--- src/rtl/regfile_pkg.sv ---
// Shared constants, pending-count type and width helper for the
// multi-port register file with pending-write scoreboard.
package regfile_pkg;

    localparam int DEF_XLEN   = 32;
    localparam int DEF_NREG   = 32;
    localparam int PEND_W_MAX = 16;

    typedef logic [PEND_W_MAX-1:0] pend_t;

    function automatic int clog2(input int v);
        int r;
        r = 0;
        while ((1 << r) < v) begin
            r++;
        end
        return r;
    endfunction

endpackage

--- src/rtl/rf_pend_counter.sv ---
// Per-register count of in-flight writes: one reservation in,
// up to NWR retirements out per cycle, saturating at zero.
module rf_pend_counter
    import regfile_pkg::*;
#(
    parameter int PEND_MAX = 3,
    parameter int NWR      = 1,
    parameter int PW       = clog2(PEND_MAX + 1),
    parameter int DW       = clog2(NWR + 1)
) (
    input  logic          ctrl_clk,
    input  logic          ctrl_reset_n,
    input  logic          inc,
    input  logic [DW-1:0] dec,
    output logic [PW-1:0] cnt,
    output logic          busy_after_dec,
    output logic          full,
    output logic          underflow
);

    logic [PW-1:0] cnt_q;
    logic [PW-1:0] cnt_d;
    pend_t         sum;

    always_comb begin
        sum            = pend_t'(cnt_q) + pend_t'(inc);
        underflow      = 1'b0;
        cnt_d          = PW'(sum - pend_t'(dec));
        if (sum < pend_t'(dec)) begin
            underflow = 1'b1;
            cnt_d     = '0;
        end
        busy_after_dec = pend_t'(cnt_q) > pend_t'(dec);
        full           = (cnt_q == PW'(PEND_MAX));
    end

    always_ff @(posedge ctrl_clk or negedge ctrl_reset_n) begin
        if (!ctrl_reset_n) begin
            cnt_q <= '0;
        end else begin
            cnt_q <= cnt_d;
        end
    end

    assign cnt = cnt_q;

endmodule

--- src/rtl/regfile_scoreboard.sv ---
// NRD-read / NWR-write register file with optional write bypass and
// a per-register pending-write scoreboard for RAW hazard detection.
module regfile_scoreboard
    import regfile_pkg::*;
#(
    parameter int XLEN     = DEF_XLEN,
    parameter int NREG     = DEF_NREG,
    parameter int NRD      = 2,
    parameter int NWR      = 1,
    parameter int PEND_MAX = 3,
    parameter int ZERO_REG = 1,
    parameter int BYPASS   = 1,
    parameter int AW       = clog2(NREG)
) (
    input  logic                ctrl_clk,
    input  logic                ctrl_reset_n,
    input  logic [NRD*AW-1:0]   rd_addr,
    output logic [NRD*XLEN-1:0] rd_data,
    output logic [NRD-1:0]      rd_busy,
    input  logic                issue_en,
    input  logic [AW-1:0]       issue_addr,
    output logic                issue_rdy,
    input  logic [NWR-1:0]      wr_en,
    input  logic [NWR*AW-1:0]   wr_addr,
    input  logic [NWR*XLEN-1:0] wr_data,
    output logic                sb_err
);

    localparam int PW = clog2(PEND_MAX + 1);
    localparam int DW = clog2(NWR + 1);

    logic [XLEN-1:0] mem_q [NREG];
    logic [XLEN-1:0] mem_d [NREG];
    logic [DW-1:0]   dec   [NREG];
    logic [PW-1:0]   cnt   [NREG];
    logic [NREG-1:0] inc;
    logic [NREG-1:0] busy_ad;
    logic [NREG-1:0] full;
    logic [NREG-1:0] uflow;
    logic            sb_err_q;
    logic            sb_err_d;
    logic [AW-1:0]   wa;
    logic [AW-1:0]   ra;

    // Ascending port order makes the highest-index write win.
    always_comb begin
        mem_d = mem_q;
        wa    = '0;
        for (int r = 0; r < NREG; r++) begin
            dec[r] = '0;
        end
        for (int i = 0; i < NWR; i++) begin
            wa = wr_addr[i*AW +: AW];
            if (wr_en[i] && !(ZERO_REG != 0 && wa == '0)) begin
                mem_d[wa] = wr_data[i*XLEN +: XLEN];
                dec[wa]   = dec[wa] + DW'(1);
            end
        end
    end

    always_comb begin
        rd_data = '0;
        rd_busy = '0;
        ra      = '0;
        for (int k = 0; k < NRD; k++) begin
            ra = rd_addr[k*AW +: AW];
            rd_data[k*XLEN +: XLEN] = mem_q[ra];
            rd_busy[k] = (BYPASS != 0) ? busy_ad[ra] : (cnt[ra] != '0);
            if (BYPASS != 0) begin
                for (int i = 0; i < NWR; i++) begin
                    if (wr_en[i] && wr_addr[i*AW +: AW] == ra) begin
                        rd_data[k*XLEN +: XLEN] = wr_data[i*XLEN +: XLEN];
                    end
                end
            end
            if (ZERO_REG != 0 && ra == '0) begin
                rd_data[k*XLEN +: XLEN] = '0;
                rd_busy[k]              = 1'b0;
            end
        end
    end

    // Readiness looks only at the registered count, never at writes.
    always_comb begin
        issue_rdy = (ZERO_REG != 0 && issue_addr == '0) || !full[issue_addr];
        for (int r = 0; r < NREG; r++) begin
            inc[r] = issue_en && issue_rdy && issue_addr == AW'(r)
                     && !(ZERO_REG != 0 && r == 0);
        end
        sb_err_d = sb_err_q | (|uflow);
    end

    for (genvar g = 0; g < NREG; g++) begin : g_cnt
        rf_pend_counter #(
            .PEND_MAX (PEND_MAX),
            .NWR      (NWR),
            .PW       (PW),
            .DW       (DW)
        ) u_cnt (
            .ctrl_clk       (ctrl_clk),
            .ctrl_reset_n   (ctrl_reset_n),
            .inc            (inc[g]),
            .dec            (dec[g]),
            .cnt            (cnt[g]),
            .busy_after_dec (busy_ad[g]),
            .full           (full[g]),
            .underflow      (uflow[g])
        );
    end

    always_ff @(posedge ctrl_clk or negedge ctrl_reset_n) begin
        if (!ctrl_reset_n) begin
            mem_q    <= '{default: '0};
            sb_err_q <= 1'b0;
        end else begin
            mem_q    <= mem_d;
            sb_err_q <= sb_err_d;
        end
    end

    assign sb_err = sb_err_q;

endmodule

--- config.mk ---
export PLATFORM = sky130hd
export DESIGN_NAME = regfile_scoreboard
export DESIGN_NICKNAME = d
export VERILOG_FILES = /design/src/rtl/regfile_pkg.sv /design/src/rtl/rf_pend_counter.sv /design/src/rtl/regfile_scoreboard.sv
export SDC_FILE = /design/constraint.sdc
export NUM_CORES = 2
export LEC_CHECK = 0
export BUFFER_PORTS_ARGS = -buffer_cell sky130_fd_sc_hd__buf_2
export CORE_UTILIZATION = 58
export CTS_CLUSTER_SIZE = 30
export DETAILED_ROUTE_END_ITERATION = 8
export PLACE_DENSITY_LB_ADDON = 0.08
export SYNTH_ARGS = -nofsm -noshare
export SYNTH_HDL_FRONTEND = slang
export SYNTH_SLANG_ARGS = --single-unit
--- constraint.sdc ---
create_clock -name ctrl_clk -period 3.4 [get_ports ctrl_clk]
set_input_delay 0.51 -clock ctrl_clk [delete_from_list [all_inputs] [get_ports ctrl_clk]]
set_output_delay 0.51 -clock ctrl_clk [all_outputs]
set_load 0.05 [all_outputs]
==> out/metrics.yaml <==
period_minus_slack_ns: 3.42
ys_seq_area_share_pct: 44.8
hold_class: "in2reg"
grt_use_total_pct: 41.3
synth.largest_area_cell: "dfrtp_1"
status: "finished with violations"
timing.max_slew.rel_slack_pct: 29.9
dp_hpwl_um: 131000
synth_nets: 5366
ys_top_cells_by_area: "dfrtp_1, mux4_2, mux2_2"
grt_pass1_wl_um: 319000
fin_ws_ns: -0.0200
p_sw_mw: 13.0
maxSlewViolCount: 0
grt_max_degree: 112
cts.sinks: 1089
fin_crit_sh_pct: 101
clk_path_buf_depth: 3
placedCellCount: 6614
syn_avg_cell_area_um2: 11.7
ys_async_sr_fraction_pct: 100
final_cells: 6847
io_buffers: 123
preCtsSetupSlack_ns: -0.465
grt_pass1_vias: 46221
syn_inst: 5185
cts-root-buf: "clkbuf_16"
io_pins: 124
timing.setup.tns_ns: -0.0200
n_fill_cell: 7636
viasPerCell: 6.81
nets: 5544
htree_levels: 3
required_ns: 2.89
clkPwrFrac_pct: 32.0
netlist_area_mm2: 0.0609
crit_type: "reg2out"
num_vias: 46635
p_int_mw: 29.4
maxCapViolations: 0
die_w_um: 326
setup_viol: 1
tightestPinTransition_ns: 1.05
crit_path_start_kind: "flop"
ys_top_cells_by_count: "nand2_1, dfrtp_1, mux2_2"
die_h_um: 326
synth.most_common_cell: "nand2_1"
yosysUniqueCellTypes: 82
drt-initial-drc-count: 5895
post_drt_wl_per_cell_um: 31.7
start_util_pct: 58.6
routabilityCongestion: 0.945
worstPathArrival_ns: 2.91
synthFlopType: "dfrtp_1"
yosys_warnings: 0
violations: "setup timing"
synth-edff-count: 0
postRouteAntennaNets: 0
p_per_area_mw_per_mm2: 604
p_sw_share_pct: 30.6
p_leak_nw: 32.3
row_count: 118
hold_viol: 0
drc: 0
core_mm2: 0.104
whs_ns: 0.0888
syn_to_final_growth_pct: 15.3
comb_power_share_pct: 26.3
cp-end-kind: "output pin"
final.setup_skew_ns: 0.0300
drive_gt1_share_pct: 36.4
grt_overflow: 0
antenna_found_initial: 13
dr.pass1.iters: 8
routed_wl_um: 217000
power_frac_seq_pct: 41.7
numCtsBuffers: 116
clock.fmax_mhz: 292
dieArea_mm2: 0.106
path_max_fanout: 2
vdd_drop_max_uv: 609
clk_latency_ns: 0.75
synth_top_area_share_pct: 44.8
rsz0062_at_grt: "true"
tritoncts: "built"
yosys_register_bits: 1089
clkTransAtPathRegs_ns: 0.06
critical path: stages, from the launching register on:
cell	delay, ns
dfrtp_1	0.40
buf_6	0.13
inv_1	0.05
ha_1	0.29
o21bai_2	0.09
mux4_2	0.48
nand2_2	0.11
a31oi_4	0.09
a211o_4	0.37
buf_12	0.16
layout make-up:
class	instances	area [um^2]	area share [%]
Clock inverter	40	520	0.742
Antenna cell	6	15.0	0.0214
Timing Repair Buffer	547	5220	7.43
Sequential cell	1089	27300	38.8
Tap cell	1380	1730	2.46
Inverter	149	564	0.804
Multi-Input combinational cell	3460	31300	44.7
Clock buffer	176	3550	5.06
through the flow:
| stage | power, mW | util [%] | instance area [um^2] |
|---|---|---|---|
| 6_report | 42.4 | 67.6 | 70200 |
| 3_3_place_gp | 28.2 | 63.3 | 65700 |
| 2_1_floorplan | 24.4 | - | 61000 |
| 3_5_place_dp | 28.5 | 63.3 | 65700 |
| 4_1_cts | 42.2 | 67.4 | 70000 |
| 5_1_grt | 44.1 | 67.6 | 70200 |
per-layer routing:
layer  routed length, um  GRT usage (%)  up-vias
met4               12600           20.1       10
met5                  69              0        -
met3               25000           10.2      661
met1               82800           57.5    23986
met2               96600           61.2     2909
li1                    -              -    19069
layout by cell type (no fill, tap or decap), drive strengths merged, types with 6 or more instances in the layout:
| cell | n |
|---|---|
| o21ai | 39 |
| clkbuf | 178 |
| nand4 | 24 |
| mux4 | 486 |
| nor4b | 7 |
| nor2 | 83 |
| ha | 125 |
| mux2i | 105 |
| nand3 | 76 |
| o22ai | 125 |
| o22a | 13 |
| nand2b | 38 |
| o21ba | 6 |
| a32o | 32 |
| a22o | 11 |
| a31oi | 40 |
| a22oi | 17 |
| nor2b | 7 |
| bufinv | 11 |
| mux2 | 645 |
| nand3b | 9 |
| a21oi | 68 |
| o21bai | 22 |
| nor3 | 47 |
| nand2 | 1292 |
| o211ai | 10 |
| clkinv | 25 |
| xnor2 | 6 |
| diode | 6 |
| dfrtp | 1089 |
| buf | 544 |
| a221oi | 37 |
| inv | 150 |
| and2 | 6 |
cell families after synthesis:
family,count (synthesis),share of synthesized area (%)
buf+inv,636,4.51
xor+xnor,9,0.130
fa+ha+maj,125,2.57
compound gates,471,5.44
mux,1236,31.7
simple gates,1618,10.9
other cells,1,0.00616
flops,1089,44.8
what timing repair did:
item / 4_1_cts / 5_1_grt
pin swaps: 7 / 9
hold buffers: 1 / 0
resized for setup: 30 / 29
setup endpoints to repair: 7 / 8
endpoints found under the hold margin: 28 / 0
buffers inserted: 3 / 7
state kept, by name, summed over array words and instances, names as in the netlist:
register         count
mem_q             1024
g_cnt.u_cnt.cnt     64
sb_err               1
power groups by stage:
stage	sequential [mW]	clock, mW	combinational, mW
after floorplan	17.1	0	7.36
after global placement	17.7	0	10.5
after detailed placement	17.8	0	10.7
after CTS	17.6	13.6	10.9
after global routing	18.0	14.1	11.9
final	17.7	13.5	11.1
path summary, 6_finish.rpt:
path | from | end | slack, ns | depth (start not counted)
worst min register to register | mem_q[995] | mem_q[995] | 0.37 | 0
worst max-delay path | g_cnt[21].u_cnt.cnt[0] | rd_busy[1] | -0.02 | 9
worst min-delay path | wr_data[27] | mem_q[955] | 0.09 | 3
max in group asynchronous | ctrl_reset_n | mem_q[998] | 1.96 | 4
worst max register to register | g_cnt[29].u_cnt.cnt[0] | sb_err | 0.06 | 15
min in group asynchronous | ctrl_reset_n | g_cnt[11].u_cnt.cnt[0] | 0.27 | 2
Power figures use the tool's default switching activity.
